File: src/rtl/tiny_program_sequencer_pkg.sv
// Shared TinyCPU definitions: instruction field widths and the sequencer state set.
package tinycpu_pkg;

  localparam int OPC_W  = 4;
  localparam int DAT_W  = 8;
  localparam int INSN_W = OPC_W + DAT_W;

  typedef enum logic [1:0] {
    IDLE = 2'd0,
    RUN  = 2'd1,
    STEP = 2'd2,
    DONE = 2'd3
  } seq_state_e;

endpackage

File: src/rtl/tiny_program_sequencer_ram.sv
// Program store: DEPTH x INSN_W words, synchronous write, asynchronous read.
module program_ram
  import tinycpu_pkg::*;
#(
  parameter int DEPTH  = 16,
  parameter int ADDR_W = 4
) (
  input  logic              clk_i,
  input  logic              we_i,
  input  logic [ADDR_W-1:0] wr_addr_i,
  input  logic [INSN_W-1:0] wr_data_i,
  input  logic [ADDR_W-1:0] rd_addr_i,
  output logic [INSN_W-1:0] rd_data_o
);

  localparam logic [ADDR_W:0] DEPTH_L = (ADDR_W+1)'(DEPTH);

  logic [INSN_W-1:0] mem_q [DEPTH];
  logic              wr_in_range;

  // Addresses past the end of the array are dropped when DEPTH < 2**ADDR_W.
  assign wr_in_range = ({1'b0, wr_addr_i} < DEPTH_L);

  always_ff @(posedge clk_i) begin
    if (we_i && wr_in_range) begin
      mem_q[wr_addr_i] <= wr_data_i;
    end
  end

  assign rd_data_o = mem_q[rd_addr_i];

endmodule

File: src/rtl/tiny_program_sequencer.sv
// Instruction issuer for the TinyCPU In port: run or single-step through a loaded program.
// Optional SEQ_LOOP_EN adds a Loop input that wraps the program instead of finishing.
//
// state | meaning
// IDLE  | waiting for Start, RAM writable
// RUN   | one word issued per clock
// STEP  | one word issued per Step pulse
// DONE  | program finished, RAM writable, Start relaunches
module tiny_program_sequencer
  import tinycpu_pkg::*;
#(
  parameter int                DEPTH     = 16,
  parameter int                ADDR_W    = 4,
  parameter logic [INSN_W-1:0] IDLE_WORD = 12'h000
) (
  input  logic              Clk,
  input  logic              Rst_n,
  input  logic              Wr_En,
  input  logic [ADDR_W-1:0] Wr_Addr,
  input  logic [INSN_W-1:0] Wr_Data,
  input  logic [ADDR_W:0]   Prog_Len,
  input  logic              Start,
  input  logic              Step_Mode,
  input  logic              Step,
  input  logic              Halt,
`ifdef SEQ_LOOP_EN
  input  logic              Loop,
`endif
  output logic [INSN_W-1:0] Out_Word,
  output logic              Out_Valid,
  output logic [ADDR_W-1:0] PC,
  output logic              Busy,
  output logic              Done
);

  localparam logic [ADDR_W:0] DEPTH_L = (ADDR_W+1)'(DEPTH);

  seq_state_e        state_q, state_d;
  logic [ADDR_W-1:0] pc_q, pc_d;
  logic [ADDR_W:0]   len_q, len_d;
  logic              step_mode_q, step_mode_d;
  logic [INSN_W-1:0] out_word_q, out_word_d;
  logic              out_valid_q, out_valid_d;
  logic              loop_q;

  logic [ADDR_W:0]   len_clip;
  logic [INSN_W-1:0] rd_data;
  logic              ram_we;
  logic              issue;
  logic              last;

  assign len_clip = (Prog_Len > DEPTH_L) ? DEPTH_L : Prog_Len;
  assign last     = ({1'b0, pc_q} == (len_q - (ADDR_W+1)'(1)));
  assign ram_we   = Wr_En && ((state_q == IDLE) || (state_q == DONE));

  program_ram #(
    .DEPTH  (DEPTH),
    .ADDR_W (ADDR_W)
  ) u_ram (
    .clk_i     (Clk),
    .we_i      (ram_we),
    .wr_addr_i (Wr_Addr),
    .wr_data_i (Wr_Data),
    .rd_addr_i (pc_q),
    .rd_data_o (rd_data)
  );

`ifdef SEQ_LOOP_EN
  logic loop_d;

  always_ff @(posedge Clk or negedge Rst_n) begin
    if (!Rst_n) begin
      loop_q <= 1'b0;
    end else begin
      loop_q <= loop_d;
    end
  end

  always_comb begin
    loop_d = loop_q;
    if (!Halt && Start && ((state_q == IDLE) || (state_q == DONE))) begin
      loop_d = Loop;
    end
  end
`else
  assign loop_q = 1'b0;
`endif

  always_comb begin
    state_d     = state_q;
    pc_d        = pc_q;
    len_d       = len_q;
    step_mode_d = step_mode_q;
    out_word_d  = IDLE_WORD;
    out_valid_d = 1'b0;
    issue       = 1'b0;

    if (Halt) begin
      state_d = IDLE;
      pc_d    = '0;
    end else begin
      case (state_q)
        IDLE, DONE: begin
          if (Start) begin
            len_d       = len_clip;
            step_mode_d = Step_Mode;
            pc_d        = '0;
            if (len_clip == '0) begin
              state_d = DONE;
            end else begin
              state_d = Step_Mode ? STEP : RUN;
            end
          end
        end
        RUN, STEP: begin
          issue = !step_mode_q || Step;
        end
        default: begin
          state_d = IDLE;
          pc_d    = '0;
        end
      endcase
    end

    if (issue) begin
      out_word_d  = rd_data;
      out_valid_d = 1'b1;
      pc_d        = pc_q + (ADDR_W)'(1);
      // In loop mode the final word wraps back to address 0 and the program keeps going.
      if (last) begin
        if (loop_q) begin
          pc_d = '0;
        end else begin
          state_d = DONE;
        end
      end
    end
  end

  always_ff @(posedge Clk or negedge Rst_n) begin
    if (!Rst_n) begin
      state_q     <= IDLE;
      pc_q        <= '0;
      len_q       <= '0;
      step_mode_q <= 1'b0;
      out_word_q  <= IDLE_WORD;
      out_valid_q <= 1'b0;
    end else begin
      state_q     <= state_d;
      pc_q        <= pc_d;
      len_q       <= len_d;
      step_mode_q <= step_mode_d;
      out_word_q  <= out_word_d;
      out_valid_q <= out_valid_d;
    end
  end

  assign Out_Word  = out_word_q;
  assign Out_Valid = out_valid_q;
  assign PC        = pc_q;
  assign Busy      = (state_q == RUN) || (state_q == STEP);
  assign Done      = (state_q == DONE);

endmodule

File: config.mk
export PLATFORM = sky130hd
export DESIGN_NAME = tiny_program_sequencer
export DESIGN_NICKNAME = d
export VERILOG_FILES = /design/src/rtl/tiny_program_sequencer_pkg.sv /design/src/rtl/tiny_program_sequencer_ram.sv /design/src/rtl/tiny_program_sequencer.sv
export SDC_FILE = /design/constraint.sdc
export NUM_CORES = 1
export LEC_CHECK = 0
export CAP_MARGIN = 20
export CORE_MARGIN = 2
export CORE_UTILIZATION = 55
export DETAILED_ROUTE_END_ITERATION = 7
export PLACE_DENSITY = 0.85
export SETUP_SLACK_MARGIN = 0.05
export SLEW_MARGIN = 5
export SYNTH_ARGS = -nofsm -noshare
export SYNTH_HDL_FRONTEND = slang
export SYNTH_SLANG_ARGS = --single-unit
File: constraint.sdc
create_clock -name Clk -period 7.05 [get_ports Clk]
set_input_delay 1.41 -clock Clk [delete_from_list [all_inputs] [get_ports Clk]]
set_output_delay 1.41 -clock Clk [all_outputs]
set_load 0.1 [all_outputs]
==> flow_metrics.env <==
export IMPL_avg_synthesized_cell_area_um2=20.2
export IMPL_cp_arrival_ps=2830
export IMPL_critPathLaunchType="flop"
export IMPL_drc=0
export IMPL_nets=513
export IMPL_drtAntennaViolNets=0
export IMPL_worst_path_max_delay_cell="clkdlybuf4s50_1"
export IMPL_most_used_flip_flop_cell_after_synthesis="edfxtp_1"
export IMPL_status="completed"
export IMPL_first_iter_violations=342
export IMPL_worst_setup_path_end_kind="output port"
export IMPL_setup_viol=0
export IMPL_worst_r2r_setup_slack_ps=4200
export IMPL_post_synth_fa_ha_maj_area_fraction_pct=0.440
export IMPL_timing_slew_headroom_pct=27.0
export IMPL_cts_resized=0
export IMPL_final_max_slew_violation_count=0
export IMPL_diodes=0
export IMPL_synth_compound_area_share_pct=3.06
export IMPL_critical_path_max_fanout=53
export IMPL_clock_net_sink_count=217
export IMPL_drt_wl_total_um=17300
export IMPL_ratio_of_cells_with_drive_above_1_in_the_final_layout_pct=19.5
export IMPL_fraction_of_the_yosys_area_taken_by_sequential_cells_pct=74.9
export IMPL_wl_per_cell_um=25.3
export IMPL_max_clock_path_buffers=3
export IMPL_period_minus_slack_ps=4240
export IMPL_finClkSkew_ps=5.29
export IMPL_max_freq_mhz=236
export IMPL_hold_path_startpoint="step_mode_q"
export IMPL_die_boundary_height_um=129
export IMPL_timing_hold_worst_class="flop to flop"
export IMPL_postSynth_asyncResetShare_pct=11.5
export IMPL_synth_cell_type_count=36
export IMPL_clockRootBuffer="clkbuf_16"
export IMPL_critical_path_max_stage_delay_ps=1290
export IMPL_gp_congestion=0.836
export IMPL_cp_required_ps=5640
export IMPL_family_of_cells_with_the_greatest_summed_delay_on_the_critical_path="buffers and inverters"
export IMPL_area_growth_synth_to_final_pct=17.0
export IMPL_ctsHtreeMaxLevel=1
export IMPL_ys_ff_latch=217
export IMPL_crit_type="flop to output port"
export IMPL_yosys_warnings=0
export IMPL_layout_worst_path_cycle_share_pct=60.1
export IMPL_worstSkewPairLatency_ps=500
export IMPL_r2r_cells=4
export IMPL_grt_antenna_before_repair=2
export IMPL_number_of_synthesized_flops_with_an_enable_pin=192
export IMPL_synth_mux_area_share_pct=14.8
export IMPL_vdd_drop_max_mv=0.236
export IMPL_worstPathBufferInverterCount=1
export IMPL_tritoncts="done"
export IMPL_final_common_cell="edfxtp_1"
export IMPL_path_cells="clkdlybuf4s50_1"
export IMPL_holdWs_ps=500
export IMPL_worst_r2r_endpoint="u_ram.mem_q[5][4]"
export IMPL_gate_count_after_technology_mapping=423
export IMPL_leakage_uw=0.00325
export IMPL_hold_buffers=0
export IMPL_routed_via_count=4229
export IMPL_core_footprint_um2=15200
export IMPL_globalRoute_totalOverflow=0
export IMPL_fp_dieArea_um2=16500
export IMPL_dominant_combinational_cell_family_by_area_after_synthesis="multiplexers"
export IMPL_pin_count_of_the_biggest_net_entering_global_routing=55
export IMPL_drt_vias_per_instance=6.17
export IMPL_max_cap_viol_count=0
export IMPL_hold_path_endpoint="step_mode_q"
export IMPL_start_util_pct=56.1
export IMPL_dr_pass1_iters=4
export IMPL_hold_depth=2
export IMPL_path_clk_slew_ps=60
export IMPL_grt_use_total_pct=22.0
export IMPL_synth_xor_xnor_area_share_pct=0.718
export IMPL_placementRows=45
export IMPL_die_x_um=129
export IMPL_timing_rr_start="state_q[0]"
export IMPL_powerDensity_nw_per_um2=318
export IMPL_port_buffer_count=46
export IMPL_most_frequent_cells_in_the_layout="192 x edfxtp_1, 46 x clkdlybuf4s50_1, 41 x mux4_2"
export IMPL_grt_pass1_vias=4276
export IMPL_setup_repair_after_global_routing_missed_its_margin="false"
export IMPL_post_cts_setup_buffers=0
export IMPL_detailed_placer_s_ending_hpwl_um=10800
export IMPL_post_synth_and_or_nand_nor_area_fraction_pct=4.37
export IMPL_syn_num_nets=454
export IMPL_netlist_area_um2=8540
export IMPL_hold_viol_final=0
export IMPL_tns_ps=0
export IMPL_io_pins=47
export IMPL_timing_worst_slew_pin_value_ps=1090
export IMPL_grt_pass1_wl_um=26200
export IMPL_cts_buffers=22
-- cell usage after synthesis, drive strengths merged, types with 3 or more instances --
| library cell | instances | share of area, % |
|---|---|---|
| o21ai | 5 | 0.29 |
| nand2b | 10 | 0.73 |
| mux2i | 13 | 1.5 |
| dfrtp | 25 | 7.3 |
| inv | 5 | 0.22 |
| clkbuf | 11 | 0.48 |
| xor2 | 4 | 0.41 |
| ha | 3 | 0.44 |
| nor2b | 13 | 0.95 |
| mux4 | 48 | 13 |
| xnor2 | 3 | 0.31 |
| buf | 11 | 1.1 |
| edfxtp | 192 | 68 |
| nand2 | 9 | 0.40 |
| a211oi | 22 | 1.9 |
| nor2 | 20 | 0.88 |
| nor3 | 8 | 0.47 |
-- how the worst max path moves through the flow --
stage	end	start	cells after the start	slack (ps)
floorplan	u_ram.mem_q[4][0]	Wr_En	3	3820
global placement	PC[0]	PC[0]	1	3270
detailed placement	PC[0]	PC[0]	1	3250
CTS	PC[0]	PC[0]	1	2710
global route	PC[0]	PC[0]	1	2610
finish	PC[0]	PC[0]	1	2810
-- where the power goes --
group	internal [uW]	switching, uW
Sequential	1440	71.9
Clock	774	467
Combinational	180	241
Total	2400	780
-- registers in the layout (all words and copies together), names as in the netlist --
name / flops
Out_Valid: 1
Out_Word: 12
PC: 4
len_q: 5
state_q: 2
step_mode_q: 1
u_ram.mem_q: 192
-- cells by family after synthesis --
kind of cell / Yosys count
compound gates: 35
mux: 63
xor+xnor: 7
simple gates: 71
flops: 217
buf+inv: 27
fa+ha+maj: 3
-- layer usage --
| metal | track usage [%] | part of all wire [%] | vias up |
|---|---|---|---|
| met3 | 5.16 | 9.0 | 25 |
| met2 | 35.3 | 48 | 197 |
| li1 | - | - | 1839 |
| met4 | 4.60 | 1.3 | 2 |
| met5 | 0 | 0.052 | - |
| met1 | 31.7 | 42 | 2166 |
-- through the flow --
stage          setup slack [ps]  power (uW)  utilization, %  cell area, um^2  instances
6_report                   2810        3180            65.7             9990        685
5_1_grt                    2610        3280            65.7             9990        685
4_1_cts                    2710        3190            65.2             9920        676
3_5_place_dp               3250        1960            60.1             9140        637
3_3_place_gp               3270        1950            60.1             9140        637
2_1_floorplan              3820        1840               -             8540        423
-- area by class of cell --
type	count	area, um^2
clock buffers	24	579
clock inverters	15	199
flip-flops and latches	217	6400
fillers	955	5220
multi-input cells	179	2010
inverters	5	18.8
repair buffers	57	543
well taps	188	235
Power figures use the tool's default switching activity.
==> RTL edit (same flow settings) <==
`DAT_W`: 8 -> 12.
--- a/src/rtl/tiny_program_sequencer_pkg.sv
+++ b/src/rtl/tiny_program_sequencer_pkg.sv
@@ -3,5 +3,5 @@
 
   localparam int OPC_W  = 4;
-  localparam int DAT_W  = 8;
+  localparam int DAT_W  = 12;
   localparam int INSN_W = OPC_W + DAT_W;
 
Ports: changed (resized Out_Word and Wr_Data); port bits go from 47 to 55. No check against the original RTL was run, so the function may have changed too.
==> RTL edit against the unedited design <==
Via count up 34%. Count of clock-buffer cells in the layout up 12. Design area is 30% higher. Wire length increased by 38%. Power increased by 27%. Worst setup slack got worse by 0.039 ns. Area after synthesis up 31%. Sequential power rose by 28%. Sequential cell count grew 68.
==> RTL edit: results (changes against the unedited design) <==
* Port bufs at 54 (+17%)
* EDFF count, synth at 256 (+33%)
* HP Class: flop to flop
* Asr flop ratio synth at 10.2% (-1.3 points)
* Critical Path Sink: PC[2]
* Final nets at 635 (+24%)
* # fillers at 1242 (+30%)
* R2r worst-path depth at 5 (+1)
* DRT Pass-1 Iters at 5 (+1)
* RR Endpoint: Out_Word[2]$_DFF_PN0_
* Hpwl dp at 12500 um (+16%)
* Top post-synthesis cells by area: edfxtp_1 (69%), mux4_2 (8.4%), dfrtp_1 (6.5%), mux4_1 (5.2%), a211oi_1 (1.9%)
* Number of global-route vias before repair at 5923 (+39%)
* Critical path fanouts, max at 70 (+32%)
* Slew margin rel. at 21.0% (-6.0 points)
* Leakage power at 4.20 nW (+29%)
* Clock latency on the worst-skew pair at 0.54 ns (+0.04 ns)
* Hold Crit Depth at 2 (unchanged)
* Worst EP arrival at 2.86 ns (+0.03 ns)
* Critical Path Source: PC[2]$_DFFE_PN0P_
* Final Wtd Congestion at 0.815 (-2.5%)
* Outcome: complete, no violations
* Yosys cell types at 37 (+2.8%)
* Share of post-route cells with drive strength above 1 at 19.6% (+0.097 points)
* Cts bufs inserted at 28 (+27%)
* Met1 Use GR at 31.2% (-0.50 points)
* Layout Skew at 0.0162 ns (+0.0109 ns)
* Worst R2R Setup Slack at 4.17 ns (-0.03 ns)
* Post-synth top cells: edfxtp_1 (256), mux4_2 (42), a211oi_1 (29), dfrtp_1 (29), mux4_1 (22)
* Layout Cells excl Fill at 892 (+30%)
* GR Util All Layers at 22.0% (+0.075 points)
* Reg-to-Reg Start: PC[0]$_DFFE_PN0P_
* Min-delay src: step_mode_q$_DFFE_PN0P_
* Vias per cell at 6.35 (+2.8%)
* Inst Count DP at 836 (+31%)
* Post-Syn Instances at 529 (+25%)
* Sequential area share after synthesis at 75.0% (+0.14 points)
* Met2 usage at 35.3% (about the same)
* Global-route wire length before repair at 35500 um (+35%)
* Peak supply drop at 203 uV (-14%)
* DR iter-0 viols at 728 (+110%)
* Routing usage on met3 at 3.57% (-1.6 points)
* Max Freq at 0.234 GHz (-0.90%)
* Final WL at 23900 um (+38%)
* Max FFs per register at 256 (+33%)
* Antenna violations before repair at 1 (-1)
==> RTL edit: changes by cell type in the layout (fill, tap and decap cells not counted), sizes merged, moves of 6 or more <==
cell / before / now
buf: 11 / 17
clkbuf: 24 / 36
mux4: 48 / 64
a211oi: 22 / 32
clkdlybuf4s50: 46 / 53
edfxtp: 192 / 256
==> RTL edit: worst max-delay path, cell delays in order (launching register included) <==
cell	delay, ns
dfrtp_2	0.34
buf_4	0.69
clkdlybuf4s50_1	1.28
==> RTL edit: through the flow <==
stage | instance area, um2 | hold WS, ns | total power [mW]
after CTS | 13000 | 0.529 | 4.05
after global placement | 12000 | 0.481 | 2.50
final | 13000 | 0.534 | 4.04
after detailed placement | 12000 | 0.511 | 2.52
after floorplan | 11200 | 0.457 | 2.40
after global routing | 13000 | 0.599 | 4.16
==> RTL edit: routing by layer <==
| layer | wire length, um | vias to the layer above |
|---|---|---|
| met5 | 0 | - |
| met4 | 622 | 0 |
| met3 | 1720 | 47 |
| met2 | 11900 | 319 |
| met1 | 9660 | 2963 |
| li1 | - | 2332 |
==> RTL edit: cell type report <==
type,count,area share (%)
sequential,285,64.7
multi-input combinational,210,19.9
clock buffer,36,6.09
timing repair buffer,70,5.24
tap,270,2.60
clock inverter,16,1.38
inverter,5,0.144
==> RTL edit: kinds of logic after synthesis <==
kind of cell	share of synthesized area, %
compound gates	3.05
xor+xnor	0.547
fa+ha+maj	0.335
buf+inv	2.30
flops	75.0
mux	15.3
simple gates	3.47
==> RTL edit: where the power goes <==
group          internal (mW)  switching [mW]  leakage, nW  total, mW
registers               1.89          0.0334         2.69       1.93
logic                  0.225           0.339         1.02      0.564
clock network          0.936           0.608        0.478       1.54
